`src/rtl/alu_pkg.sv`:
```
// Shared definitions for the ALU datapath and its scheduler: widths, opcodes
// and the scheduler FSM encoding.
package alu_pkg;

  localparam int DATA_W  = 16;
  localparam int OP_W    = 4;
  localparam int NUM_OPS = 11;

  localparam logic [3:0] OP_ADD = 4'b0000;
  localparam logic [3:0] OP_SUB = 4'b0001;
  localparam logic [3:0] OP_MUL = 4'b0010;
  localparam logic [3:0] OP_AND = 4'b0011;
  localparam logic [3:0] OP_OR  = 4'b0100;
  localparam logic [3:0] OP_XOR = 4'b0101;
  localparam logic [3:0] OP_NOT = 4'b0110;
  localparam logic [3:0] OP_SHL = 4'b0111;
  localparam logic [3:0] OP_SHR = 4'b1000;
  localparam logic [3:0] OP_SRA = 4'b1001;
  localparam logic [3:0] OP_SLT = 4'b1010;

  typedef enum logic [1:0] {
    ST_IDLE = 2'd0,
    ST_EXEC = 2'd1,
    ST_RESP = 2'd2
  } state_t;

endpackage

```
`src/rtl/alu.sv`:
```
// Combinational ALU: two DATA_W operands, double-width result, carry/borrow
// and signed-overflow flags for add/sub. Undefined opcodes yield all zeros.
module alu
  import alu_pkg::*;
#(
  parameter int DATA_W = alu_pkg::DATA_W,
  parameter int OP_W   = alu_pkg::OP_W
) (
  input  logic [DATA_W-1:0]   i0,
  input  logic [DATA_W-1:0]   i1,
  input  logic [OP_W-1:0]     op,
  output logic [2*DATA_W-1:0] o,
  output logic                overflow,
  output logic                cout
);

  localparam int SH_W = $clog2(DATA_W);

  logic [DATA_W-1:0]          zero_h;
  logic [SH_W-1:0]            sh;
  logic [DATA_W:0]            add_u, sub_u;
  logic signed [DATA_W:0]     add_s, sub_s;
  logic signed [2*DATA_W-1:0] sa_x, sb_x, mul_s, sra_s;
  logic                       slt;

  assign zero_h = '0;
  assign sh     = i1[SH_W-1:0];
  assign add_u  = {1'b0, i0} + {1'b0, i1};
  assign sub_u  = {1'b0, i0} - {1'b0, i1};
  // One guard bit of sign: the top two bits differing means signed overflow.
  assign add_s  = $signed({i0[DATA_W-1], i0}) + $signed({i1[DATA_W-1], i1});
  assign sub_s  = $signed({i0[DATA_W-1], i0}) - $signed({i1[DATA_W-1], i1});
  assign sa_x   = $signed({{DATA_W{i0[DATA_W-1]}}, i0});
  assign sb_x   = $signed({{DATA_W{i1[DATA_W-1]}}, i1});
  assign mul_s  = sa_x * sb_x;
  assign sra_s  = sa_x >>> sh;
  assign slt    = $signed(i0) < $signed(i1);

  always_comb begin
    o        = '0;
    overflow = 1'b0;
    cout     = 1'b0;
    case (op)
      OP_ADD: begin
        o        = {{(DATA_W-1){1'b0}}, add_u};
        cout     = add_u[DATA_W];
        overflow = add_s[DATA_W] ^ add_s[DATA_W-1];
      end
      OP_SUB: begin
        o        = {{(DATA_W-1){sub_s[DATA_W]}}, sub_s};
        cout     = sub_u[DATA_W];
        overflow = sub_s[DATA_W] ^ sub_s[DATA_W-1];
      end
      OP_MUL:  o = mul_s;
      OP_AND:  o = {zero_h, i0 & i1};
      OP_OR:   o = {zero_h, i0 | i1};
      OP_XOR:  o = {zero_h, i0 ^ i1};
      OP_NOT:  o = {zero_h, ~i0};
      OP_SHL:  o = {zero_h, i0} << sh;
      OP_SHR:  o = {zero_h, i0 >> sh};
      OP_SRA:  o = sra_s;
      OP_SLT:  o = {{(2*DATA_W-1){1'b0}}, slt};
      default: o = '0;
    endcase
  end

endmodule

```
`src/rtl/alu_scheduler.sv`:
```
// Round-robin sharing of one ALU between two valid/ready requesters, with
// registered operands and a held, id-tagged response.
module alu_scheduler
  import alu_pkg::*;
#(
  parameter int DATA_W  = alu_pkg::DATA_W,
  parameter int OP_W    = alu_pkg::OP_W,
  parameter int NUM_OPS = alu_pkg::NUM_OPS
) (
  input  logic                clk,
  input  logic                reset,
  input  logic                req0_valid,
  output logic                req0_ready,
  input  logic [OP_W-1:0]     req0_op,
  input  logic [DATA_W-1:0]   req0_a,
  input  logic [DATA_W-1:0]   req0_b,
  input  logic                req1_valid,
  output logic                req1_ready,
  input  logic [OP_W-1:0]     req1_op,
  input  logic [DATA_W-1:0]   req1_a,
  input  logic [DATA_W-1:0]   req1_b,
  output logic                rsp_valid,
  input  logic                rsp_ready,
  output logic                rsp_id,
  output logic [2*DATA_W-1:0] rsp_result,
  output logic                rsp_overflow,
  output logic                rsp_cout,
  output logic                rsp_illegal,
  output logic                busy
);

  localparam logic [OP_W-1:0] OP_LIMIT = OP_W'(NUM_OPS);

  state_t                state_q, state_d;
  logic                  rr_q;
  logic                  gnt1, accept, op_illegal;
  logic                  id_p0;
  logic [OP_W-1:0]       op_p0;
  logic [DATA_W-1:0]     a_p0, b_p0;
  logic                  id_p1, ovf_p1, cout_p1, ill_p1;
  logic [2*DATA_W-1:0]   res_p1;
  logic [2*DATA_W-1:0]   alu_o;
  logic                  alu_ovf, alu_cout;

  // Grant and next state; ready is gated by reset so no grant is shown while held.
  always_comb begin
    gnt1       = req1_valid && (!req0_valid || rr_q);
    accept     = (state_q == ST_IDLE) && reset && (req0_valid || req1_valid);
    req0_ready = accept && !gnt1;
    req1_ready = accept && gnt1;
    state_d    = state_q;
    case (state_q)
      ST_IDLE: if (accept)    state_d = ST_EXEC;
      ST_EXEC:                state_d = ST_RESP;
      ST_RESP: if (rsp_ready) state_d = ST_IDLE;
      default:                state_d = ST_IDLE;
    endcase
  end

  always_ff @(posedge clk or negedge reset) begin
    if (!reset) begin
      state_q <= ST_IDLE;
      rr_q    <= 1'b0;
    end else begin
      state_q <= state_d;
      if (accept) rr_q <= !gnt1;
    end
  end

  // Stage p0: granted request captured into the operand registers.
  always_ff @(posedge clk or negedge reset) begin
    if (!reset) begin
      id_p0 <= 1'b0;
      op_p0 <= '0;
      a_p0  <= '0;
      b_p0  <= '0;
    end else if (accept) begin
      id_p0 <= gnt1;
      op_p0 <= gnt1 ? req1_op : req0_op;
      a_p0  <= gnt1 ? req1_a  : req0_a;
      b_p0  <= gnt1 ? req1_b  : req0_b;
    end
  end

  alu #(.DATA_W(DATA_W), .OP_W(OP_W)) u_alu (
    .i0       (a_p0),
    .i1       (b_p0),
    .op       (op_p0),
    .o        (alu_o),
    .overflow (alu_ovf),
    .cout     (alu_cout)
  );

  assign op_illegal = op_p0 >= OP_LIMIT;

  // Stage p1: ALU output latched at the end of EXEC and held through RESP.
  always_ff @(posedge clk or negedge reset) begin
    if (!reset) begin
      id_p1   <= 1'b0;
      res_p1  <= '0;
      ovf_p1  <= 1'b0;
      cout_p1 <= 1'b0;
      ill_p1  <= 1'b0;
    end else if (state_q == ST_EXEC) begin
      id_p1   <= id_p0;
      res_p1  <= op_illegal ? '0 : alu_o;
      ovf_p1  <= !op_illegal && alu_ovf;
      cout_p1 <= !op_illegal && alu_cout;
      ill_p1  <= op_illegal;
    end
  end

  assign rsp_valid    = (state_q == ST_RESP);
  assign busy         = (state_q != ST_IDLE);
  assign rsp_id       = id_p1;
  assign rsp_result   = res_p1;
  assign rsp_overflow = ovf_p1;
  assign rsp_cout     = cout_p1;
  assign rsp_illegal  = ill_p1;

endmodule
```
`config.mk`:
```
export PLATFORM = sky130hd
export DESIGN_NAME = alu_scheduler
export DESIGN_NICKNAME = d
export VERILOG_FILES = /design/src/rtl/alu_pkg.sv /design/src/rtl/alu.sv /design/src/rtl/alu_scheduler.sv
export SDC_FILE = /design/constraint.sdc
export NUM_CORES = 1
export LEC_CHECK = 0
export ABC_AREA = 1
export ABC_CLOCK_PERIOD_IN_PS = 6000
export BUFFER_PORTS_ARGS = -buffer_cell sky130_fd_sc_hd__buf_2
export CORE_MARGIN = 5
export CORE_UTILIZATION = 50
export DETAILED_ROUTE_END_ITERATION = 6
export PLACE_DENSITY = 0.7
export SYNTH_ARGS = -nofsm -noshare
export SYNTH_HDL_FRONTEND = slang
export SYNTH_SLANG_ARGS = --single-unit
```
`constraint.sdc`:
```
create_clock -name clk -period 6 [get_ports clk]
set_input_delay 0.6 -clock clk [delete_from_list [all_inputs] [get_ports clk]]
set_output_delay 0.6 -clock clk [all_outputs]
set_load 0.005 [all_outputs]
```
# Word-level counts from Yosys, hierarchy flattened
# Index checks and enable logic that the tools add are counted.
# totals
input_bits	77
elab_cells	67
regBits	76
out_inout_bits	40
# classes
n_mul	1
reduce_logical	16
n_bitwise	6
addsub	4
n_mux	10
n_eq_ne	14
order_cmp	2
shift	3
# ops
cell	count
$pmux W32 S11	1
$add A16 B16 Y17	2
$sub A16 B16 Y17	2
$mul A16 B16 Y32	1
$mux W16	2
$mux W32	1
$shl A16 B4 Y32	1
$sshr A16 B4 Y32	1
$and A16 B16 Y16	1
$eq A4 B3 Y1 const B	4
$lt A16 B16 Y1	1
$not A16 Y16	1
$or A16 B16 Y16	1
$shr A16 B4 Y16	1
$xor A16 B16 Y16	1
$eq A4 B4 Y1 const B	3
$eq A4 B2 Y1 const B	2
$logic_and A1 B1 Y1	7
$pmux W2 S3	1
$eq A4 B1 Y1 const B	1
$ge A4 B4 Y1 const B	1
$logic_not A4 Y1	1
$mux W2	2
$mux W4	1
11 further kinds	16

# Depth between registers and ports, before layout
# Gate-level depths: netlist (run 1).
# depth
word_depth	5
ltp_mapped	30
depth_no_buf	28

# By module
# Synthesis (run 1) repeated with hierarchy kept, for this count alone.
# hier_totals
hier_cells	2891
hier_area_um2	19190.9
# modules_own_cells
mod	n_inst	area_per_inst_um2	seq_area_each_um2	cells_each
alu	1	15683.8	0.0	2434
alu_scheduler	1	3507.1	1901.8	457

# Worst setup path before layout (run 1)
# OpenSTA, ideal clock, no wires.
# synth_timing
path_type	reg-to-reg
from	register b_p0[1]
to	register res_p1[13] (netlist: rsp_result[13])
n_path_buf	3
slack_ps	162
t_arrival_ps	5718
required_ps	5880
setup_ps	120
period_less_slack_ps	5838
stages_incl_launch_ff	24
cell_sequence	dfrtp_1 -> buf_2 -> buf_2 -> buf_1 -> nand2_1 -> fa_1 -> fa_1 -> fa_1 -> inv_1 -> fa_1 -> fa_1 -> inv_1 -> fa_1 -> inv_1 -> ha_1 -> nand2_1 -> inv_1 -> a21oi_1 -> nand3_1 -> or2_2 -> nand3_1 -> nand3_1 -> o21ai_1 -> nand2_1
# synth_via
elab_chain_len	3
elab_cells_between_ends	8
classes_between	add/sub: 2; mul: 1; shift: 3; mux: 2
# synth_rtl
item	line	text
start, declared	alu_scheduler.sv:39	logic [DATA_W-1:0] a_p0, b_p0;
start signal, assigned	alu_scheduler.sv:81	b_p0 <= gnt1 ? req1_b : req0_b;
$mul A16 B16 Y32, or another cell as far along	alu.sv:35	assign mul_s = sa_x * sb_x;
$pmux W32 S11 *	alu.sv:43	case (op)
$mux W32 *	alu_scheduler.sv:106	res_p1 <= op_illegal ? '0 : alu_o;
end signal, assigned	alu_scheduler.sv:106	
end, declared	alu_scheduler.sv:41	logic [2*DATA_W-1:0] res_p1;
# Mark *: on every way between the ends. The rest lies on a longest branch, timed or not.
# A chain may end at the register's enable or synchronous reset.

# Final worst setup path (run 1)
# layout_timing
from	register a_p0[13]
to	register res_p1[20] (netlist: rsp_result[20])
# layout_via
elab_chain_len	3
elab_cells_between_ends	6
classes_between	add/sub: 1; mul: 1; shift: 2; mux: 2
# layout_rtl
item	line	text
start, declared	alu_scheduler.sv:39	
start signal, assigned	alu_scheduler.sv:80	a_p0 <= gnt1 ? req1_a : req0_a;
$mul A16 B16 Y32, or another cell as far along	alu.sv:35	
$pmux W32 S11 *	alu.sv:43	
$mux W32 *	alu_scheduler.sv:106	
# Marked as above.

==> load_flow_metrics.sql, run 1 <==
INSERT INTO impl_metrics (metric_group, metric, value, unit) VALUES
('worst_setup_path', 'cp.buffers_inverters', '9', ''),
('synth', 'synth_most_common_cell', 'nand2_1', ''),
('floorplan', 'io_pins', '117', ''),
('floorplan', 'design.die.area', '41550', 'um2'),
('synth', 'ys_top_cells_by_count', '903 x nand2_1, 610 x inv_1, 264 x fa_1', ''),
('timing', 'setup_viol_count_final', '0', ''),
('clock_network', 'cts_root_buf', 'clkbuf_16', ''),
('timing', 'timing.final.crit_share', '97.03', '%'),
('synth', 'seq_area_frac_synth', '10.12', '%'),
('global_routing', 'grt_antenna_before_repair', '1', ''),
('synth', 'async_reset_ff_share', '100.0', '%'),
('cells_and_area', 'diodes', '0', ''),
('worst_setup_path', 'slowest_cell_on_crit_path', 'fa_1', ''),
('clock_network', 'cts.sinks', '76', ''),
('synth', 'postSynthNetCount', '3278', ''),
('floorplan', 'start_util', '50.23', '%'),
('placement', 'place.detailed.hpwl', '64970', 'um'),
('route', 'remaining_drc_errors', '17', ''),
('placement', 'port_buffers', '116', ''),
('cells_and_area', 'num-nets-final', '3481', ''),
('worst_setup_path', 'critPathLaunch', 'a_p0[13]$_DFFE_PN0P_', ''),
('placement', 'placed_cells_incl_taps', '3501', ''),
('clock_network', 'clkSlewWorstSetupHoldPaths', '80', 'ps'),
('global_routing', 'grt_pass1_vias', '19410', ''),
('status', 'violations', 'DRC', ''),
('route', 'drt_iter0_markers', '2340', ''),
('synth', 'synth.avg_cell_area', '6.697', 'um2'),
('hold_path', 'hold_path.class', 'in2async', ''),
('floorplan', 'dieWidth', '203.8', 'um'),
('floorplan', 'core_region_area', '37400', 'um2'),
('worst_setup_path', 'worst_r2r_startpoint', 'a_p0[13]$_DFFE_PN0P_', ''),
('route', 'detailedRoute.firstPassIterationCount', '7', ''),
('global_routing', 'global_route_total_usage_across_every_layer', '37.12', '%'),
('worst_setup_path', 'req_time_crit_path', '6270', 'ps'),
('synth', 'yosysWarningCount', '0', ''),
('clock_network', 'bufs_on_longest_clock_path', '2', ''),
('synth', 'syn-instance-count', '2805', ''),
('clock_network', 'cts_tree', 'done', ''),
('synth', 'synth.lib_cells_used.distinct', '45', ''),
('route', 'route.final.wire_length', '76880', 'um'),
('cells_and_area', 'post_route_insts_no_fill', '3524', ''),
('timing', 'hold_viol_final', '0', ''),
('floorplan', 'die_height', '203.8', 'um'),
('route', 'ant_nets', '0', ''),
('synth', 'synth_largest_area_cell', 'fa_1', ''),
('placement', 'dpl_cell_area', '21090', 'um2'),
('worst_setup_path', 'critical-path-max-stage-delay', '530', 'ps'),
('timing', 'period_needed', '5822', 'ps'),
('cells_and_area', 'layout-area-overhead-vs-synth', '15.77', '%'),
('global_routing', 'global_route.overflow_total', '0', ''),
('worst_setup_path', 'critPathTopFamily', 'adder cells', ''),
('timing', 'fmax', '0.1718', 'GHz'),
('timing', 'final-max-slew-violation-count', '0', ''),
('global_routing', 'grt_max_degree', '57', ''),
('flow_run', 'cap_violations', '0', ''),
('cells_and_area', 'layout.cell_area.non_filler', '21750', 'um2'),
('worst_setup_path', 'crit_arrival', '6090', 'ps'),
('synth', 'yosys_register_bits', '76', ''),
('worst_setup_path', 'timing.critical_path.from_type', 'flop', ''),
('placement', 'routabilityCongestion', '1.029', ''),
('clock_network', 'cts_inserted_buffers', '9', ''),
('worst_setup_path', 'r2r_setup_slack', '180', 'ps'),
('worst_setup_path', 'worst-setup-path-type', 'reg2reg', ''),
('route', 'total_via_count_in_the_routed_design', '19390', ''),
('timing', 'setup-tns-final', '0', 'ps'),
('synth', 'syn_area', '18790', 'um2'),
('clock_network', 'cts_htree_levels', '3', ''),
('clock_network', 'insertion_delay', '370', 'ps'),
('global_routing', 'grt_pass1_wl', '117400', 'um'),
('timing', 'maxSlewHeadroom', '18.27', '%'),
('synth', 'dominantRegCellSynth', 'dfrtp_1', ''),
('timing', 'tightestPinTransition', '1226', 'ps'),
('timing', 'final.setup_skew', '12.12', 'ps'),
('route', 'routed_via_density', '5.503', ''),
('timing', 'rsz0062_at_grt', 'yes', ''),
('worst_setup_path', 'timing.critical_path.fanout_max', '7', ''),
('worst_setup_path', 'end_kind', 'flop', ''),
('cells_and_area', 'final_layout_size_suffix_gt1_share', '14.57', '%'),
('synth', 'synth_enable_flop_cells', '0', ''),
('synth', 'yosys_top_cell_area_share', '28.13', '%'),
('route', 'wl_cell', '21.82', 'um'),
('status', 'outcome', 'finished, violations left', ''),
('floorplan', 'row_count', '71', ''),
('synth', 'ys_top_cells_by_area', 'fa_1 28%, nand2_1 18%, inv_1 12%', '');
[flip-flops by register name, summed over array words and instances (netlist names)]
signal        count
a_p0             16
rsp_result       32
state_q           2
b_p0             16
rsp_id            1
rsp_overflow      1
rr_q              1
rsp_illegal       1
rsp_cout          1
op_p0             4
id_p0             1
[final cells by class]
class                   count  area, um2
clock inverters             7      76.32
fillers                  3590      15650
multi-input cells        1985      14240
clock buffers               9      225.2
flip-flops and latches     76       1918
repair buffers            314       2306
well taps                 511      639.4
inverters                 622       2337
[what timing repair did]
| item | in CTS | in global routing |
|---|---|---|
| endpoints found under the hold margin | 0 | 0 |
| endpoints found under the setup margin | 10 | 22 |
| buffers inserted | 0 | 7 |
| resized for setup | 6 | 67 |
| pin swaps | 0 | 19 |
| hold buffers | 0 | 0 |
[placed cells by master (no fill, tap or decap), drive strengths merged, types with 2 or more instances in the layout]
cell type / instances
o2111ai: 3
o31ai: 2
a21oi: 93
clkinv: 2
xnor2: 3
clkbuf: 9
or2: 6
and2: 5
nor2: 151
buf: 314
o21ai: 76
ha: 132
o211ai: 47
o21a: 3
a31oi: 4
a21o: 3
nand2: 912
dfrtp: 76
fa: 264
inv: 627
nand3: 199
nand3b: 7
nor3: 18
nand4: 30
o22ai: 11
o21bai: 10
[path summary, 6_finish.rpt]
| path | endpoint | cells past startpoint |
|---|---|---|
| worst max register to register | rsp_result[20]$_DFFE_PN0N_ | 27 |
| worst max-delay path | rsp_result[20]$_DFFE_PN0N_ | 27 |
| worst min-delay path | a_p0[9]$_DFFE_PN0P_ | 1 |
| worst min register to register | rsp_result[6]$_DFFE_PN0N_ | 2 |
| max in group asynchronous | b_p0[10]$_DFFE_PN0P_ | 2 |
| min in group clk | a_p0[9]$_DFFE_PN0P_ | 3 |
[metrics by stage]
stage | hold WS, ps | setup slack, ps | util [%]
3_5_place_dp | 464.8 | -219.7 | 56.40
3_3_place_gp | 458.7 | -219.9 | 56.40
4_1_cts | 150.8 | 41.03 | 57.24
5_1_grt | 165.9 | -64.81 | 58.15
6_report | 158.1 | 178.5 | 58.15
2_1_floorplan | 304.4 | 161.8 | -
[worst register-to-register path, delay by kind of cell, from the launching register on]
family / cells / cell delay, ps
flip-flops: 1 / 450
AO/OA/AOI/OAI: 1 / 240
buffers and inverters: 9 / 850
adder cells (fa/ha/maj): 7 / 3330
AND/OR/NAND/NOR: 10 / 880
[cell families (layout without fill, tap and decap cells)]
group	Yosys count	count (layout)	synth area share, %
AOI/OAI and AO/OA	256	256	7.939
xor gates and xnor gates	3	3	0.1399
adders and majority gates	396	396	36.93
buffers and inverters	744	952	15.49
DFF	76	76	10.12
muxes	1	1	0.05329
and+or+nand+nor	1329	1329	29.33
[routing by layer]
layer | vias up | wire length, um | global-route usage, %
met5 | - | 0 | 0
met4 | 0 | 3778 | 14.29
met3 | 164 | 7579 | 6.506
met2 | 1035 | 32570 | 54.92
met1 | 9333 | 32960 | 54.47
li1 | 8861 | - | -
Power of run 1 is not shown: default switching activity piles up to over one toggle a cycle in this logic, so the estimate is an artifact.
==> run 2: changes to the inputs <==
--- a/config.mk
+++ b/config.mk
@@ -8,10 +8,12 @@
 export ABC_AREA = 1
 export ABC_CLOCK_PERIOD_IN_PS = 6000
 export BUFFER_PORTS_ARGS = -buffer_cell sky130_fd_sc_hd__buf_2
+export CELL_PAD_IN_SITES_DETAIL_PLACEMENT = 0
+export CELL_PAD_IN_SITES_GLOBAL_PLACEMENT = 2
 export CORE_MARGIN = 5
-export CORE_UTILIZATION = 50
+export CORE_UTILIZATION = 33
 export DETAILED_ROUTE_END_ITERATION = 6
-export PLACE_DENSITY = 0.7
+export PLACE_DENSITY_LB_ADDON = 0.1
 export SYNTH_ARGS = -nofsm -noshare
 export SYNTH_HDL_FRONTEND = slang
 export SYNTH_SLANG_ARGS = --single-unit
==> run 2 against run 1 <==
Net effect: die area rose by 49%; wire length up 10%; critical endpoint is now rsp_result[30]$_DFFE_PN0N_; flip-flop and latch count is the same; setup slack improved by 1.7 ps; critical path depth down 2; worst hold slack got worse by 3.8 ps; the flow now finishes without violations; non-clock buffer count grew 30; highest routed layer is now met5; first-iteration DRC count shrank 41%.
==> load_flow_metrics.sql, run 2 (same netlist as run 1, synthesis figures left out) <==
INSERT INTO impl_metrics (metric_group, metric, value, unit) VALUES
('clock_network', 'cts-hold-fix-buffers', '0', ''),
('worst_setup_path', 'worst-r2r-cell-count', '25', ''),
('floorplan', 'start_util', '33.32', '%'),
('placement', 'place.detailed.hpwl', '72500', 'um'),
('timing', 'fmax', '0.1718', 'GHz'),
('global_routing', 'grt_pass1_wl', '126100', 'um'),
('clock_network', 'cts.sinks', '76', ''),
('route', 'drt_iter0_markers', '1371', ''),
('clock_network', 'cts_tree', 'done', ''),
('flow_run', 'cap_violations', '0', ''),
('floorplan', 'dieWidth', '248.6', 'um'),
('clock_network', 'cts_htree_levels', '3', ''),
('floorplan', 'die_height', '248.6', 'um'),
('cells_and_area', 'layout-area-overhead-vs-synth', '19.18', '%'),
('route', 'wl_met3', '5988', 'um'),
('worst_setup_path', 'worst_r2r_startpoint', 'b_p0[1]$_DFFE_PN0P_', ''),
('route', 'total_via_count_in_the_routed_design', '18680', ''),
('cells_and_area', 'layout.cells.most_common', 'nand2_1', ''),
('timing', 'final.setup_skew', '20.90', 'ps'),
('cells_and_area', 'largest_register_ffs', '32', ''),
('timing', 'setup_viol_count_final', '0', ''),
('route', 'ant_nets', '0', ''),
('global_routing', 'grt_antenna_before_repair', '4', ''),
('clock_network', 'cts_inserted_buffers', '9', ''),
('worst_setup_path', 'worst-setup-path-type', 'reg2reg', ''),
('cells_and_area', 'mostFrequentLayoutCells', '889 x nand2_1, 602 x inv_1, 254 x fa_1', ''),
('timing', 'hold_viol_final', '0', ''),
('placement', 'routabilityCongestion', '0.9460', ''),
('status', 'outcome', 'complete, no violations', ''),
('timing', 'maxSlewHeadroom', '15.37', '%'),
('worst_setup_path', 'critPathLaunch', 'b_p0[1]$_DFFE_PN0P_', ''),
('clock_network', 'insertion_delay', '410', 'ps'),
('clock_network', 'clkSlewWorstSetupHoldPaths', '90', 'ps'),
('route', 'wl_cell', '22.35', 'um'),
('route', 'route.final.wire_length', '84930', 'um'),
('placement', 'placed_cells_incl_taps', '3767', ''),
('placement', 'port_buffers', '116', ''),
('clock_network', 'bufs_on_longest_clock_path', '2', ''),
('timing', 'timing.hold.ws', '154.4', 'ps'),
('global_routing', 'global_route_total_usage_across_every_layer', '27.21', '%'),
('route', 'remaining_drc_errors', '0', ''),
('cells_and_area', 'layout.cell_area.non_filler', '22390', 'um2'),
('placement', 'dpl_cell_area', '21520', 'um2'),
('route', 'detailedRoute.firstPassIterationCount', '6', ''),
('floorplan', 'row_count', '87', ''),
('worst_setup_path', 'end_kind', 'flop', ''),
('timing', 'setup-tns-final', '0', 'ps'),
('timing', 'rsz0062_at_grt', 'yes', ''),
('floorplan', 'io_pins', '117', ''),
('cells_and_area', 'fillCellCount', '6138', ''),
('route', 'wirelength_met1', '40970', 'um'),
('floorplan', 'core_region_area', '56390', 'um2'),
('cells_and_area', 'num-nets-final', '3511', ''),
('worst_setup_path', 'timing.critical_path.fanout_max', '9', ''),
('clock_network', 'cts_root_buf', 'clkbuf_16', ''),
('worst_setup_path', 'timing.critical_path.from_type', 'flop', ''),
('global_routing', 'grt_max_degree', '55', ''),
('timing', 'timing.final.crit_share', '97.00', '%'),
('global_routing', 'grt_pass1_vias', '18830', ''),
('cells_and_area', 'post_route_insts_no_fill', '3800', ''),
('route', 'dr.max_layer_used', 'met5', ''),
('cells_and_area', 'final_layout_size_suffix_gt1_share', '16.33', '%'),
('timing', 'final-max-slew-violation-count', '0', ''),
('floorplan', 'design.die.area', '61800', 'um2'),
('route', 'met2RoutedLength', '35460', 'um'),
('hold_path', 'hold_path.class', 'in2async', ''),
('timing', 'tightestPinTransition', '1269', 'ps'),
('route', 'routed_via_density', '4.915', ''),
('worst_setup_path', 'crit_arrival', '6100', 'ps'),
('worst_setup_path', 'r2r_setup_slack', '180', 'ps'),
('timing', 'period_needed', '5820', 'ps'),
('worst_setup_path', 'req_time_crit_path', '6280', 'ps'),
('global_routing', 'global_route.overflow_total', '0', '');
==> run 2: metrics by stage <==
step | setup WS, ps | utilization, %
2_1_floorplan | 161.8 | -
3_3_place_gp | -252.1 | 38.17
3_5_place_dp | -210.4 | 38.17
4_1_cts | -12.23 | 38.80
5_1_grt | -48.16 | 39.70
6_report | 180.2 | 39.71
==> run 2: what timing repair did <==
| item | 4_1_cts | 5_1_grt |
|---|---|---|
| pin swaps | 0 | 16 |
| gates cloned | 0 | 0 |
| endpoints found under the setup margin | 13 | 22 |
| buffers inserted | 3 | 13 |
| resized for setup | 8 | 98 |
==> run 2: worst paths after layout <==
path | end
worst min-delay path | a_p0[15]$_DFFE_PN0P_
worst min register to register | rsp_result[14]$_DFFE_PN0N_
worst max-delay path | rsp_result[30]$_DFFE_PN0N_
max in group asynchronous | b_p0[1]$_DFFE_PN0P_
worst max register to register | rsp_result[30]$_DFFE_PN0N_
min in group clk | b_p0[1]$_DFFE_PN0P_
==> run 2: critical path, stage by stage, from the launching register on <==
cell and delay, ps:
dfrtp_2 410, buf_12 150, nand2_1 80, inv_1 70, fa_2 600, buf_4 120
fa_2 520, buf_4 180, fa_1 470, inv_1 60, fa_1 550, inv_1 60
fa_1 490, fa_1 480, ha_4 310, buf_4 120, nand2_1 120, nor3_4 230
and2_1 150, nand2_1 70, nand2_1 70, nand2_1 40, nand3_1 110, nand3_2 80
nand2_1 70, nand2_1 60
==> run 2: layout make-up <==
cell class	instances	area, um2	area share, %
multi-input combinational	1985	14400	64.33
timing repair buffer	344	2485	11.10
inverter	622	2337	10.44
sequential	76	1916	8.556
tap	756	945.9	4.225
clock buffer	10	229.0	1.023
clock inverter	6	70.07	0.3130
antenna	1	2.502	0.01118
==> run 2: metal layers <==
| metal | track usage, % | up-vias |
|---|---|---|
| met3 | 6.134 | 73 |
| met5 | 0 | - |
| met2 | 39.51 | 545 |
| met1 | 40.60 | 9142 |
| met4 | 7.646 | 2 |
| li1 | - | 8914 |
Power of run 2 is left out for the same reason.
==> run 3: changes to the inputs <==
--- a/config.mk
+++ b/config.mk
@@ -12,8 +12,10 @@
 export CELL_PAD_IN_SITES_GLOBAL_PLACEMENT = 2
 export CORE_MARGIN = 5
 export CORE_UTILIZATION = 33
+export CTS_CLUSTER_DIAMETER = 40
 export DETAILED_ROUTE_END_ITERATION = 6
 export PLACE_DENSITY_LB_ADDON = 0.1
+export SLEW_MARGIN = 0
 export SYNTH_ARGS = -nofsm -noshare
 export SYNTH_HDL_FRONTEND = slang
 export SYNTH_SLANG_ARGS = --single-unit
==> constraint.sdc (replaced) <==
create_clock -name clk -period 6 [get_ports clk]
set_input_delay 1.2 -clock clk [delete_from_list [all_inputs] [get_ports clk]]
set_output_delay 1.2 -clock clk [all_outputs]
set_load 0.005 [all_outputs]
==> run 3 against run 2 <==
Net effect: non-clock buffer count is 16 lower; first-iteration DRC count is 14% higher; fmax is essentially flat; global-route usage increased by 0.80 points; via count grew 0.94%; count of clock-buffer cells in the layout fell by 1; clock skew grew 14 ps; cell area shrank 0.37%.
==> load_flow_metrics.sql, run 3 (same netlist as run 1, synthesis figures left out) <==
INSERT INTO impl_metrics (metric_group, metric, value, unit) VALUES
('status', 'outcome', 'complete, no violations', ''),
('placement', 'place.detailed.hpwl', '74440', 'um'),
('clock_network', 'cts_htree_levels', '3', ''),
('route', 'wl_cell', '23.23', 'um'),
('route', 'met2RoutedLength', '36200', 'um'),
('floorplan', 'row_count', '87', ''),
('timing', 'setup_viol_count_final', '0', ''),
('floorplan', 'core_region_area', '56390', 'um2'),
('cells_and_area', 'layout.cells.most_common', 'nand2_1', ''),
('clock_network', 'insertion_delay', '400', 'ps'),
('clock_network', 'cts_inserted_buffers', '9', ''),
('cells_and_area', 'final_layout_size_suffix_gt1_share', '16.42', '%'),
('route', 'remaining_drc_errors', '0', ''),
('timing', 'final.setup_skew', '34.90', 'ps'),
('cells_and_area', 'layout-area-overhead-vs-synth', '18.74', '%'),
('timing', 'timing.hold.ws', '481.7', 'ps'),
('floorplan', 'design.die.area', '61800', 'um2'),
('floorplan', 'io_pins', '117', ''),
('route', 'route.final.wire_length', '87870', 'um'),
('worst_setup_path', 'worst-setup-path-type', 'reg2reg', ''),
('timing', 'maxSlewHeadroom', '35.14', '%'),
('cells_and_area', 'mostFrequentLayoutCells', '883 x nand2_1, 602 x inv_1, 247 x fa_1', ''),
('route', 'detailedRoute.firstPassIterationCount', '5', ''),
('route', 'ant_nets', '0', ''),
('clock_network', 'cts_root_buf', 'clkbuf_16', ''),
('cells_and_area', 'fillCellCount', '6269', ''),
('clock_network', 'bufs_on_longest_clock_path', '2', ''),
('route', 'wirelength_met1', '40900', 'um'),
('route', 'total_via_count_in_the_routed_design', '18850', ''),
('timing', 'final-max-slew-violation-count', '0', ''),
('placement', 'routabilityCongestion', '0.9587', ''),
('placement', 'port_buffers', '116', ''),
('timing', 'tightestPinTransition', '969.3', 'ps'),
('route', 'routed_via_density', '4.983', ''),
('clock_network', 'cts.sinks', '76', ''),
('timing', 'period_needed', '5818', 'ps'),
('timing', 'fmax', '0.1719', 'GHz'),
('timing', 'hold_viol_final', '0', ''),
('worst_setup_path', 'timing.critical_path.fanout_max', '8', ''),
('worst_setup_path', 'crit_arrival', '6090', 'ps'),
('hold_path', 'hold_path.class', 'reg2reg', ''),
('clock_network', 'cts_tree', 'done', ''),
('timing', 'timing.final.crit_share', '96.97', '%'),
('worst_setup_path', 'end_kind', 'flop', ''),
('global_routing', 'grt_pass1_vias', '19140', ''),
('floorplan', 'start_util', '33.32', '%'),
('floorplan', 'die_height', '248.6', 'um'),
('clock_network', 'cts-hold-fix-buffers', '0', ''),
('floorplan', 'dieWidth', '248.6', 'um'),
('worst_setup_path', 'req_time_crit_path', '6270', 'ps'),
('flow_run', 'cap_violations', '0', ''),
('global_routing', 'grt_antenna_before_repair', '2', ''),
('route', 'dr.max_layer_used', 'met5', ''),
('global_routing', 'global_route.overflow_total', '0', ''),
('timing', 'rsz0062_at_grt', 'yes', ''),
('worst_setup_path', 'timing.critical_path.from_type', 'flop', ''),
('route', 'drt_iter0_markers', '1558', ''),
('cells_and_area', 'largest_register_ffs', '32', ''),
('global_routing', 'grt_pass1_wl', '129800', 'um'),
('global_routing', 'grt_max_degree', '41', ''),
('route', 'wl_met3', '7470', 'um'),
('cells_and_area', 'num-nets-final', '3495', ''),
('global_routing', 'global_route_total_usage_across_every_layer', '28.01', '%'),
('clock_network', 'clkSlewWorstSetupHoldPaths', '90', 'ps'),
('cells_and_area', 'diodes', '0', '');
[run 3: cell types whose count changed in the layout (fill, tap and decap cells not counted), moves of 3 or more]
cell / delta
a21oi_1: -4
a21oi_2: +4
fa_2: +7
inv_8: +3
fa_1: -7
nand3_2: -4
buf_4: -19
nand2_2: +5
nand3_1: +5
buf_6: +3
nand2_1: -6
[run 3: worst paths after layout]
path                       cells after the start  slack [ps]                       from                          to
max reg2reg                                   24         180        b_p0[2]$_DFFE_PN0P_  rsp_result[18]$_DFFE_PN0N_
min                                            2         480  rsp_result[6]$_DFFE_PN0N_   rsp_result[6]$_DFFE_PN0N_
max in group asynchronous                      3        3740                      reset         a_p0[4]$_DFFE_PN0P_
min reg2reg                                    2         480  rsp_result[6]$_DFFE_PN0N_   rsp_result[6]$_DFFE_PN0N_
max                                           24         180        b_p0[2]$_DFFE_PN0P_  rsp_result[18]$_DFFE_PN0N_
min in group asynchronous                      2        1090                      reset        a_p0[13]$_DFFE_PN0P_
[run 3: layout make-up]
class                   instances  area (um2)  share of cell area (%)
multi-input cells            1985       14420                   64.67
clock buffers                   9       225.2                   1.010
clock inverters                 7       76.32                  0.3422
repair buffers                328        2376                   10.65
well taps                     756       945.9                   4.241
inverters                     622        2340                   10.49
flip-flops and latches         76        1918                   8.599
[run 3: stage by stage]
stage	instances	worst slack, ps	TNS, ps	util (%)	area (um2)
floorplan	2805	161.8	0	-	18790
global placement	3756	-241.7	-1745	38.04	21450
detailed placement	3756	-237.4	-1607	38.04	21450
CTS	3776	7.567	0	38.71	21830
global route	3783	-28.61	-42.16	39.56	22310
finish	3783	182.0	0	39.56	22310
[run 3: repair_timing]
item / CTS / global route
pin swaps: 1 / 25
setup endpoints to repair: 14 / 21
setup buffers: 4 / 7
resized for setup: 16 / 109
gates cloned: 0 / 0
[run 3: worst max-delay path: stages (launching register included)]
cell	delay [ps]
dfrtp_2	540
buf_4	160
nand2_1	60
fa_1	520
fa_1	540
fa_1	510
inv_1	50
fa_1	510
fa_1	500
inv_1	60
fa_1	490
inv_1	40
ha_1	310
buf_4	160
nand2_1	70
inv_2	70
nand2_4	100
inv_1	50
a21oi_2	140
nand2_2	80
or2_2	280
nand3_2	90
nand2_2	70
o21ai_2	190
nand2_1	70
[run 3: metal layers]
layer	vias up	global-route usage, %
li1	8891	-
met5	-	1.853
met4	6	8.718
met1	9260	40.47
met2	601	39.92
met3	94	8.610
Power of run 3 is left out for the same reason.
